**src/rtl/vsynth_midi_pkg.sv**
```systemverilog
// Shared MIDI definitions for the synth datapath: field widths, status
// nibbles used by the receive FSM, and voice allocator state encodings.
package vsynth_midi_pkg;

  localparam int NOTE_W = 7;
  localparam int VEL_W  = 7;

  // MIDI status values shared with the receive FSM
  localparam logic [3:0] ST_NOTE_ON  = 4'h9;
  localparam logic [3:0] ST_NOTE_OFF = 4'h8;
  localparam logic [3:0] ST_PROGRAM  = 4'hC;
  localparam logic [7:0] ST_RESET    = 8'hFF;

  // Allocator FSM encodings
  localparam logic [1:0] IDLE   = 2'd0;
  localparam logic [1:0] SCAN   = 2'd1;
  localparam logic [1:0] COMMIT = 2'd2;

endpackage

```
**src/rtl/voice_alloc_age.sv**
```systemverilog
// voice_age: per-voice saturating age counter. clr wins over inc; all
// updates are qualified by en (the system clock enable).
module voice_age #(
  parameter int AGE_W = 4
) (
  input  logic             clk,
  input  logic             rst,
  input  logic             en,
  input  logic             clr,
  input  logic             inc,
  output logic [AGE_W-1:0] age
);

  logic [AGE_W-1:0] age_q, age_d;

  // Next age: clear, or increment until all ones then hold
  always_comb begin
    age_d = age_q;
    if (clr)                    age_d = '0;
    else if (inc && age_q != '1) age_d = age_q + 1'b1;
  end

  // Age register
  always_ff @(posedge clk) begin
    if (rst)     age_q <= '0;
    else if (en) age_q <= age_d;
  end

  assign age = age_q;

endmodule

```
**src/rtl/voice_alloc.sv**
```systemverilog
// voice_alloc: polyphonic voice allocator. Each accepted event scans all
// voice slots one per ce cycle (match / free / oldest), then commits in a
// single cycle. Optional sustain pedal via `define VOICE_ALLOC_SUSTAIN_EN.
module voice_alloc
  import vsynth_midi_pkg::*;
#(
  parameter int NVOICES = 8,
  parameter int AGE_W   = 4
) (
  input  logic                      clk,
  input  logic                      rst,
  input  logic                      ce,
  input  logic                      evt_valid,
  output logic                      evt_ready,
  input  logic                      evt_on,
  input  logic [NOTE_W-1:0]         evt_note,
  input  logic [VEL_W-1:0]          evt_vel,
  input  logic                      panic,
`ifdef VOICE_ALLOC_SUSTAIN_EN
  input  logic                      sustain,
`endif
  output logic [NVOICES-1:0]        voice_gate,
  output logic [NVOICES*NOTE_W-1:0] voice_note,
  output logic [NVOICES*VEL_W-1:0]  voice_vel,
  output logic [NVOICES-1:0]        voice_trig
);

  localparam int IDX_W = $clog2(NVOICES);
  localparam logic [IDX_W-1:0] LAST = IDX_W'(NVOICES - 1);

  logic [1:0]                       state_q, state_d;
  logic                             rdy_q, rdy_d;
  logic [IDX_W-1:0]                 idx_q, idx_d;
  logic                             ev_on_q, ev_on_d;
  logic [NOTE_W-1:0]                ev_note_q, ev_note_d;
  logic [VEL_W-1:0]                 ev_vel_q, ev_vel_d;
  logic                             mfnd_q, mfnd_d, ffnd_q, ffnd_d, ofnd_q, ofnd_d;
  logic [IDX_W-1:0]                 midx_q, midx_d, fidx_q, fidx_d, oidx_q, oidx_d;
  logic [AGE_W-1:0]                 oage_q, oage_d;
  logic [NVOICES-1:0]               gate_q, gate_d, held_q, held_d, trig_q, trig_d;
  logic [NVOICES-1:0][NOTE_W-1:0]   note_q, note_d;
  logic [NVOICES-1:0][VEL_W-1:0]    vel_q, vel_d;
  logic [NVOICES-1:0][AGE_W-1:0]    age_w;
  logic [NVOICES-1:0]               age_clr, age_inc;
  logic [IDX_W-1:0]                 tgt;
  logic                             sus_in;
  logic                             sus_fall;

`ifdef VOICE_ALLOC_SUSTAIN_EN
  logic sus_q;
  assign sus_in   = sustain;
  assign sus_fall = sus_q & ~sustain;
  // Pedal history for falling-edge detection
  always_ff @(posedge clk) begin
    if (rst)     sus_q <= 1'b0;
    else if (ce) sus_q <= sustain;
  end
`else
  assign sus_in   = 1'b0;
  assign sus_fall = 1'b0;
`endif

  // One age counter per voice slot
  for (genvar g = 0; g < NVOICES; g++) begin : g_age
    voice_age #(.AGE_W(AGE_W)) u_age (
      .clk (clk),
      .rst (rst),
      .en  (ce),
      .clr (age_clr[g]),
      .inc (age_inc[g]),
      .age (age_w[g])
    );
  end

  // FSM, scan candidate tracking and voice commit
  always_comb begin
    state_d   = state_q;
    idx_d     = idx_q;
    ev_on_d   = ev_on_q;
    ev_note_d = ev_note_q;
    ev_vel_d  = ev_vel_q;
    mfnd_d    = mfnd_q;
    midx_d    = midx_q;
    ffnd_d    = ffnd_q;
    fidx_d    = fidx_q;
    ofnd_d    = ofnd_q;
    oidx_d    = oidx_q;
    oage_d    = oage_q;
    gate_d    = gate_q;
    held_d    = held_q;
    note_d    = note_q;
    vel_d     = vel_q;
    trig_d    = '0;
    age_clr   = '0;
    age_inc   = '0;
    tgt       = mfnd_q ? midx_q : (ffnd_q ? fidx_q : oidx_q);

    if (panic) begin
      // note/vel kept so envelopes can still release on them
      state_d = IDLE;
      gate_d  = '0;
      held_d  = '0;
      age_clr = '1;
    end else begin
      case (state_q)
        IDLE: begin
          if (evt_valid) begin
            ev_on_d   = evt_on;
            ev_note_d = evt_note;
            ev_vel_d  = evt_vel;
            idx_d     = '0;
            mfnd_d    = 1'b0;
            ffnd_d    = 1'b0;
            ofnd_d    = 1'b0;
            oage_d    = '0;
            state_d   = SCAN;
          end
        end
        SCAN: begin
          if (!mfnd_q && held_q[idx_q] && note_q[idx_q] == ev_note_q) begin
            mfnd_d = 1'b1;
            midx_d = idx_q;
          end
          if (!ffnd_q && !gate_q[idx_q]) begin
            ffnd_d = 1'b1;
            fidx_d = idx_q;
          end
          // strict > keeps the lowest index on equal (incl. saturated) ages
          if (gate_q[idx_q] && (!ofnd_q || age_w[idx_q] > oage_q)) begin
            ofnd_d = 1'b1;
            oidx_d = idx_q;
            oage_d = age_w[idx_q];
          end
          if (idx_q == LAST) state_d = COMMIT;
          else               idx_d   = idx_q + 1'b1;
        end
        COMMIT: begin
          state_d = IDLE;
          if (ev_on_q && ev_vel_q != '0) begin
            gate_d[tgt] = 1'b1;
            held_d[tgt] = 1'b1;
            note_d[tgt] = ev_note_q;
            vel_d[tgt]  = ev_vel_q;
            trig_d[tgt] = 1'b1;
            for (int v = 0; v < NVOICES; v++) begin
              if (IDX_W'(v) == tgt) age_clr[v] = 1'b1;
              else if (gate_q[v])   age_inc[v] = 1'b1;
            end
          end else if (mfnd_q) begin
            // vel 0 note-on lands here too (running-status note-off)
            held_d[midx_q] = 1'b0;
            if (!sus_in) gate_d[midx_q] = 1'b0;
          end
        end
        default: state_d = IDLE;
      endcase
    end

    // Pedal release drops every sustained voice regardless of FSM state
    if (sus_fall) gate_d = gate_d & held_d;
  end

  assign rdy_d = (state_d == IDLE);

  // State registers; rst overrides ce, everything else waits for ce
  always_ff @(posedge clk) begin
    if (rst) begin
      state_q   <= IDLE;
      rdy_q     <= 1'b1;
      idx_q     <= '0;
      ev_on_q   <= 1'b0;
      ev_note_q <= '0;
      ev_vel_q  <= '0;
      mfnd_q    <= 1'b0;
      midx_q    <= '0;
      ffnd_q    <= 1'b0;
      fidx_q    <= '0;
      ofnd_q    <= 1'b0;
      oidx_q    <= '0;
      oage_q    <= '0;
      gate_q    <= '0;
      held_q    <= '0;
      trig_q    <= '0;
      note_q    <= '0;
      vel_q     <= '0;
    end else if (ce) begin
      state_q   <= state_d;
      rdy_q     <= rdy_d;
      idx_q     <= idx_d;
      ev_on_q   <= ev_on_d;
      ev_note_q <= ev_note_d;
      ev_vel_q  <= ev_vel_d;
      mfnd_q    <= mfnd_d;
      midx_q    <= midx_d;
      ffnd_q    <= ffnd_d;
      fidx_q    <= fidx_d;
      ofnd_q    <= ofnd_d;
      oidx_q    <= oidx_d;
      oage_q    <= oage_d;
      gate_q    <= gate_d;
      held_q    <= held_d;
      trig_q    <= trig_d;
      note_q    <= note_d;
      vel_q     <= vel_d;
    end
  end

  assign evt_ready  = rdy_q;
  assign voice_gate = gate_q;
  assign voice_note = note_q;
  assign voice_vel  = vel_q;
  assign voice_trig = trig_q;

endmodule
```
**config.mk**
```make
export PLATFORM = sky130hd
export DESIGN_NAME = voice_alloc
export DESIGN_NICKNAME = d
export VERILOG_FILES = /design/src/rtl/vsynth_midi_pkg.sv /design/src/rtl/voice_alloc_age.sv /design/src/rtl/voice_alloc.sv
export SDC_FILE = /design/constraint.sdc
export NUM_CORES = 1
export LEC_CHECK = 0
export BUFFER_PORTS_ARGS = -buffer_cell sky130_fd_sc_hd__buf_2
export CAP_MARGIN = 10
export CORE_ASPECT_RATIO = 1.4
export CORE_MARGIN = 2
export CORE_UTILIZATION = 61
export DETAILED_ROUTE_END_ITERATION = 8
export PLACE_DENSITY = 0.95
export SLEW_MARGIN = 20
export SYNTH_ARGS = -nofsm -noshare
export SYNTH_HDL_FRONTEND = slang
export SYNTH_HIERARCHICAL = 1
export SYNTH_SLANG_ARGS = --single-unit
```
**constraint.sdc**
```tcl
create_clock -name clk -period 5.75 [get_ports clk]
set_clock_uncertainty 0.1 [all_clocks]
set_input_delay 0 -clock clk [delete_from_list [all_inputs] [get_ports clk]]
set_output_delay 0 -clock clk [all_outputs]
set_load 0.03 [all_outputs]
```
; After elaboration in Yosys (flattened, before gate mapping)
; Cells that the tools add are included.
[totals]
latchBits = 0
mem_bits_rw = 0
n_memories = 0
out_inout_bits = 129
register_bits = 205
mem_bits_ro = 0
wordCells = 230
[op_classes]
bitwise = 6
n_mul = 0
n_mux = 92
div_mod_pow = 0
order_cmp = 6
addsub = 9
n_eq_ne = 24
n_reduce_logical = 53
shift = 0
[op_table]
columns = cell, n
row1 = $mux 8, 17
row2 = $bwmux 56, 2
row3 = $mux 4, 19
row4 = $add 4x1->4 const B, 8
row5 = $mux 1, 32
row6 = $ne 4x4->1 const B, 8
row7 = $bmux 7 s3, 1
row8 = $demux 7 s3, 1
row9 = $reduce_and 4->1, 5
row10 = $reduce_and 5->1, 4
row11 = $reduce_bool 2->1, 10
row12 = $and 8x8->8, 2
row13 = $or 8x8->8, 2
row14 = $reduce_and 2->1, 8
row15 = $logic_and 1x1->1, 15
row16 = $mux 7, 2
row17 = $bmux 4 s3, 1
row18 = $eq 3x3->1 const A, 4
row19 = $lt 3x4->1 const B, 3
row20 = $mux 3, 4
row21 = $ne 2x2->1 const B, 5
row22 = $not 8->8, 1
row23 = $pmux 4 s2, 1
row24 = $eq 7x7->1, 1
row25 = other kinds (22), 34

; Logic depth before layout (Yosys ltp)
; Gate-level depths: netlist (run 1).
[logic_depth]
word_depth = 10
mapped_depth = 12

; Hierarchy
; Netlist (run 1), hierarchy kept.
[modules_own_cells]
columns = mod, area_per_inst_um2, cells_each, n_inst, seq_area_each_um2
row1 = voice_alloc, 7867.5, 922, 1, 3463.3
row2 = voice_age, 220.2, 24, 8, 80.1

; Worst setup path after synthesis (run 1)
; OpenSTA, ideal clock, no wires.
[synth_timing]
path_kind = register -> register
startpoint = register idx_q[0]
endpoint = register ofnd_q
arrival_time_ns = 3.215
slack_ns = 2.319
setup_time_ns = 0.116
path_stages_with_launch = 12
cell_sequence = dfxtp_1 buf_4 buf_1 mux4_2 mux2_2 ha_1 nor2b_1 o21a_1 o21a_1 o21ai_0 a211oi_1 a31o_2
[synth_via]
elab_chain_len = 7
elab_cells_between_ends = 9
cone_classes = 1 x order compare / 1 x eq/ne / 4 x mux / 3 x reduce/logical
[synth_lines]
columns = item, line_no
row1 = from (decl), voice_alloc.sv:33  ; logic [IDX_W-1:0] idx_q, idx_d;
row2 = from (signal assigned), voice_alloc.sv:189  ; idx_q <= idx_d;
row3 = $bmux 4 s3, voice_alloc.sv:129  ; if (gate_q[idx_q] && (!ofnd_q || age_w[idx_q] > oage_q)) begin
row4 = $mux 4 (implied by the code), voice_alloc.sv:129
row5 = $gt 4x4->1, voice_alloc.sv:129
row6 = $logic_or 1x1->1, voice_alloc.sv:129
row7 = $logic_and 1x1->1 *, voice_alloc.sv:129
row8 = $ne 2x2->1 (no source line) *, --
row9 = $reduce_and 5->1 (no source line) *, --
row10 = to (signal assigned), voice_alloc.sv:197  ; ofnd_q <= ofnd_d;
row11 = to (decl), voice_alloc.sv:37  ; logic mfnd_q, mfnd_d, ffnd_q, ffnd_d, ofnd_q, ofnd_d;
; Every way passes the cells marked *; elsewhere a longest branch is shown, timed or not. The select of a mux whose other input is x is not followed.
; A chain may end at the register's enable or synchronous reset.

; Worst setup path after layout (run 1)
[layout_timing]
startpoint = register idx_q[1]
endpoint = register ofnd_q
; Same word-level chain as after synthesis.

==> metrics, run 1 <==
outcome finished clean; CP Class reg -> reg; worst reg2reg startpoint idx_q[1]$_SDFFE_PP0P_; GRT Util Overall roughly 33%; vias 9,486; total grt overflow 0; fin util a little under three quarters; number of synthesized register bits around 200; Die Width about 110 um; Cells after DPL approximately 1.4k; Hold Vio Cnt, Final 0; WL met2 between 10,000 and 15,000 um; wire length on met3 roughly 3000 um; Leakage Power 4.20 nW; Num CTS Buffers 20; CTS tree built; Slew @ Worst Pin roughly 1.1 ns; Ys Warns 6; Synth top area share around 43%; placed wire-length estimate around 18,000 um; initial antenna violation count 1; Syn Area/Cell 8.64 um2; Clock Latency Late Sink roughly 0.50 ns; hold_sp panic; RR Endpoint ofnd_q$_SDFFE_PP0P_; CTS sink count 205; share of post-route cells with drive strength above 1 between 20% and 30%; Die H 153 um; vias in the first global route a little over 9k; Initial DRC Count between 1k and 1.5k; synth top area cells dfxtp_1 (43%), nand2_1 (11%), a21oi_1 (8.5%); Core Box Area around 0.016 mm2; number of remaining DRC errors 0; flop-to-flop setup slack between 2 and 2.5 ns; Seq/Total Area, Yosys a little over two fifths; M1 WL between 9000 and 10,000 um; Nets about 1.3k; crit path DAT between 3 and 4 ns; Clock Tree Buf Depth 3; Final Cycle Share approximately three fifths; Commonest cells post-synth nand2_1 (282), dfxtp_1 (205), a21oi_1 (163); final setup vio count 0; async set-or-reset flop fraction in the synthesized netlist 0%; MaxCap Viol Count 0; non-filler cells, final around 1.4k; routed wire length per instance 20.2 um; startpoint types flop; Gate Count Post-Synth 1,114; max layer used met4; HP Class in -> reg; largest net degree at the start of global routing about 110; io pins between 100 and 150; RSZ-0062 raised after global routing false; clk root buf clkbuf_16; synthesized area 0.00963 mm2; FMAX around 280 MHz; WP data required a little over 6 ns; H-tree Lvls 1; slew margin rel. 24.1%; top fanout value on the critical path 39; Detail Route Antenna Nets 0; most common cell in the netlist nand2_1; Synth Net Count between 1k and 1.5k; total negative setup slack 0 ns; die area roughly 0.017 mm2; Worst Setup EP ofnd_q$_SDFFE_PP0P_; gpl congestion between 0.9 and 1; Primary FF master, synth dfxtp_1; Final Max Slew Viols 0; PD cells roughly 260 mW/mm2; Routed WL just under 30,000 um; worst ir drop on vdd 274 uV; Worst Setup SP idx_q[1]$_SDFFE_PP0P_; Buffers on Ports 148; Synth-to-Final Area Change 14.7%; via density per instance approximately 6.6; first-pass GRT wire length between 40,000 and 50,000 um; Clk pin slew, worst setup/hold paths roughly 0.060 ns; Initial Util 62.0%; Tmin final approximately 3.6 ns; Power Total approximately 0.0029 W; Post-synth EDFFs 0; Cell variety after synth 58; num rows 54; area leader, netlist dfxtp_1; critical path capture point type flop; # resized after CTS 0; TritonRoute pass-1 iters 8; Worst R2R Path Depth 9
-- cell type report --
cell class                      instances  area [um2]
Timing Repair Buffer                  173         987
Antenna cell                            1        2.50
Multi-Input combinational cell        822        5020
Fill cell                             995        4490
Tap cell                              196         245
Clock buffer                           27         568
Sequential cell                       205        4110
Clock inverter                          4        72.6
Inverter                               11        41.3
-- power by group --
group          internal [W]  switching [W]  total [W]
combinational     0.0000349      0.0000667   0.000102
sequential          0.00142      0.0000139    0.00144
clock              0.000777       0.000546    0.00132
-- kinds of logic after synthesis --
family | count (synthesis) | synth area share, %
fa+ha+maj | 14 | 1.82
xor+xnor | 3 | 0.273
mux | 54 | 8.06
compound gates | 301 | 19.7
simple gates | 450 | 22.3
flops | 205 | 42.6
buf+inv | 87 | 5.21
-- through the flow --
step           setup slack (ns)  hold WS (ns)  cell area, um2
6_report                   2.19        0.0416           11000
4_1_cts                    2.27        0.0346           11000
5_1_grt                    2.12        0.0613           11000
3_5_place_dp               2.28         0.154           10200
2_1_floorplan              2.32       -0.0354            9630
3_3_place_gp               2.39         0.147           10200
-- state kept, by name (all words and copies together) (netlist names), 3 cells and up --
signal           cells
oidx_q               3
idx_q                3
voice_note          56
voice_vel           56
g_age.u_age/age     32
voice_gate           8
oage_q               4
ev_vel_q             7
fidx_q               3
voice_trig           8
midx_q               3
held_q               8
ev_note_q            7
-- worst min path at each step --
stage                                         endpoint  slack, ns  cells after the start
floorplan           g_age[0].u_age/age[0]$_SDFFE_PP0P_      -0.04                      1
global placement                  ev_on_q$_SDFFE_PP0P_       0.15                      3
detailed placement           ev_note_q[3]$_SDFFE_PP0P_       0.15                      3
CTS                         voice_gate[1]$_SDFFE_PP0P_       0.03                      4
global route                    held_q[0]$_SDFFE_PP0P_       0.06                      4
finish                      voice_gate[1]$_SDFFE_PP0P_       0.04                      4
-- timing repair --
item                      4_1_cts  5_1_grt
hold buffers                   21        0
hold endpoints to repair       81        0
buffers inserted                0        0
-- per-layer routing --
metal,vias to the layer above,global-route usage (%)
met1,4399,37.1
met4,0,23.8
met2,730,55.0
li1,4166,-
met3,191,6.54
met5,-,0
-- worst max-delay path, stage by stage, from the launching register on --
cell and delay (ns):
dfxtp_2 1.03, mux4_2 0.43, mux2_2 0.30, ha_1 0.29
nor2b_1 0.14, o21a_1 0.17, o21a_1 0.17, o21ai_0 0.34
a211oi_1 0.24, a31o_2 0.26
-- cells in the final DEF, fill, tap and decap left out, drive strengths merged, types with 4 or more instances in the layout --
cell type	netlist	final
a31o	4	4
and3	9	9
o311a	8	8
dlygate4sd3	0	21
o21a	6	6
clkbuf	35	27
ha	14	14
nor3	11	11
mux2	8	8
a21o	10	10
nor3b	9	9
o31ai	4	4
dfxtp	205	205
a31oi	16	16
a22oi	8	8
o41ai	6	6
nor2b	5	5
or2	10	10
nand2b	13	13
mux2i	28	28
and4b	16	16
nand3	28	28
nor2	50	50
and3b	8	8
a211oi	17	17
o211ai	9	9
mux4	18	18
a21oi	171	171
buf	41	152
o21ai	26	26
inv	11	11
a22o	4	4
nand2	282	282
No activity file was read; power rests on OpenSTA's default activity.
==> inputs of run 2 (changes only) <==
Settings changed: CORE_UTILIZATION 61 to 52, PLACE_DENSITY 0.95 to 0.87.
Clock period 5.75 ns to 3 ns, I/O delays scaled along.
==> metrics, run 2 (same netlist as run 1, synthesis figures left out) <==
Worst Hold Path EP voice_trig[7]$_SDFFE_PP0P_; vias in the first global route 8,547 (-7.1%); Final Max Slew Viols 0 (unchanged); Clock Tree Buf Depth 3 (unchanged); Switching Fraction 22.4% (+0.50 points); CP max-delay cell a211oi_1; internal power 0.00427 W (+91%); hold_sp ce; Tmin final 2.87 ns (-0.692 ns); vias 9,247 (-2.5%); slew margin rel. 39.1% (+15 points); Fillers 1,377 (+38%); Sw Pwr 0.00123 W (+97%); FMAX 348 MHz (+24%); GRT Util Overall 27.4% (-5.8 points); Die Width 119 um (+8.0%); routed wire length per instance 18.9 um (-6.2%); placed wire-length estimate 18,800 um (+3.5%); CP Class reg -> reg; Core Box Area 0.0181 mm2 (+16%); clk root buf clkbuf_16; number of setup buffers added after CTS 0 (unchanged); Clock Latency Late Sink 0.49 ns (about the same); sequential power share 49.9% (-0.3 points); critical path capture point type flop; largest net degree at the start of global routing 117 (+5.4%); worst ir drop on vdd 360 uV (+31%); Synth-to-Final Area Change 17.1%; share of post-route cells with drive strength above 1 21.7% (+1.5 points); Die H 165 um (+8.1%); most frequent cells in the layout nand2_1 (282), dfxtp_1 (203), a21oi_1 (163); met2 track demand over resource 49.1% (-5.9 points); initial antenna violation count 1 (unchanged); GRT Max-Usage Layer met2; total negative setup slack 0 ns (unchanged); most used cell, CP o21a_1; Initial Util 53.3% (-8.7 points); num rows 58 (+7.4%); RSZ-0062 raised after global routing false; number of diodes 0 (-1); grt met1 use 31.4% (-5.7 points); Worst R2R Path Depth 9 (unchanged); CTS Hold Buffers Added 23 (+9.5%); CP cell instances buf_4 > mux4_2 > mux2_2 > ha_1 > o21a_1 > o21a_1 > o21ai_1 > a211oi_1 > a32o_1; DP Area 0.0104 mm2 (+1.9%); worst hold path cell count 4 (unchanged); die area 0.0196 mm2 (+17%); total grt overflow 0 (unchanged); gpl congestion 0.918 (+0.61%); Routed WL 28,400 um (-1.9%); PD cells 488 mW/mm2 (+88%); # resized after CTS 0 (unchanged); fin util 62.4% (-8.7 points); worst reg2reg startpoint idx_q[0]$_SDFFE_PP0P_; CTS sink count 205 (unchanged); number of remaining DRC errors 0 (unchanged); H-tree Lvls 1 (unchanged); io pins 149 (unchanged); startpoint types flop; top fanout value on the critical path 5 (-87%); met3 Usage GRT 4.14% (-2.4 points); RR Endpoint oage_q[2]$_SDFFE_PP0P_; via density per instance 6.14 (-6.8%); commonest non-fill, non-tap cell in the layout nand2_1; WP data required 3.34 ns (-2.70 ns); first-pass GRT wire length 43,500 um (-3.5%); Detail Route Antenna Nets 0 (unchanged); Final Cycle Share 95.8% (+34 points); crit path DAT 3.21 ns (-0.65 ns); TritonRoute pass-1 iters 6 (-2); Leakage Power 4.31 nW (+2.6%); Cells after DPL 1,448 (+4.5%); CTS tree built; Buffers on Ports 148 (unchanged); Slew @ Worst Pin 0.913 ns (-0.225 ns); final setup vio count 0 (unchanged); Num CTS Buffers 20 (unchanged); Clk pin slew, worst setup/hold paths 0.07 ns (about the same); flop-to-flop setup slack 0.13 ns (-2.06 ns); CP max stage delay 0.53 ns (-0.50 ns); outcome finished clean; clock share of power 46.2% (about the same); combinational share of power 3.9% (+0.4 points); Hold Vio Cnt, Final 0 (unchanged); MaxCap Viol Count 0 (unchanged); non-filler cells, final 1,505 (+4.6%); final instance area 0.0113 mm2 (+2.0%); Nets 1,287 (+1.6%); HP Class in -> reg; Initial DRC Count 1,028 (-19%)
[run 2: cell count changes in the layout (fill, tap and decap cells not counted), sizes merged]
cell | previous run | this run
bufinv | 2 | 1
dlygate4sd3 | 21 | 23
buf | 152 | 170
clkinvlp | 1 | 0
diode | 1 | 0
clkinv | 1 | 5
inv | 11 | 12
[run 2: stage by stage]
step	hold WS, ns	worst slack [ns]	power, W
global placement	0.150	0.190	0.00299
finish	0.0308	0.127	0.00550
CTS	0.0248	0.155	0.00550
floorplan	-0.0354	0.00486	0.00293
global route	0.0478	0.0270	0.00564
detailed placement	0.156	0.165	0.00299
[run 2: power by group through the flow]
stage	clock, W	sequential, W	combinational (W)
2_1_floorplan	0	0.00279	0.000131
3_3_place_gp	0	0.00281	0.000185
3_5_place_dp	0	0.00281	0.000187
4_1_cts	0.00255	0.00274	0.000209
5_1_grt	0.00266	0.00274	0.000228
6_report	0.00254	0.00274	0.000215
[run 2: layout make-up]
class | count | area, um2 | share of cell area [%]
clock inverter | 7 | 70.1 | 0.622
tap | 240 | 300 | 2.66
multi-input combinational | 822 | 5020 | 44.6
sequential | 205 | 4110 | 36.4
timing repair buffer | 193 | 1140 | 10.1
clock buffer | 27 | 588 | 5.22
inverter | 11 | 41.3 | 0.366
[run 2: per-layer routing]
| layer | up-vias | part of all wire (%) |
|---|---|---|
| li1 | 4217 | - |
| met1 | 4372 | 37 |
| met2 | 543 | 50 |
| met3 | 113 | 7.9 |
| met4 | 2 | 5.4 |
| met5 | - | 0.053 |
[run 2: worst max-delay path: cells and delay by family (launching register included)]
family,cells,cell delay (ns)
buffers and inverters,1,0.17
AO/OA/AOI/OAI,5,1.04
flip-flops,1,0.40
adder cells (fa/ha/maj),1,0.30
multiplexers,2,0.80
[run 2: worst max-delay path by stage]
stage | startpoint | endpoint | slack (ns) | depth (start not counted)
2_1_floorplan | idx_q[0]$_SDFFE_PP0P_ | oage_q[1]$_SDFFE_PP0P_ | 0.005 | 11
5_1_grt | idx_q[0]$_SDFFE_PP0P_ | oage_q[2]$_SDFFE_PP0P_ | 0.03 | 9
3_5_place_dp | idx_q[0]$_SDFFE_PP0P_ | oage_q[2]$_SDFFE_PP0P_ | 0.17 | 9
6_report | idx_q[0]$_SDFFE_PP0P_ | oage_q[2]$_SDFFE_PP0P_ | 0.13 | 9
3_3_place_gp | idx_q[0]$_SDFFE_PP0P_ | oage_q[1]$_SDFFE_PP0P_ | 0.19 | 9
4_1_cts | idx_q[0]$_SDFFE_PP0P_ | oidx_q[0]$_SDFFE_PP0P_ | 0.16 | 9
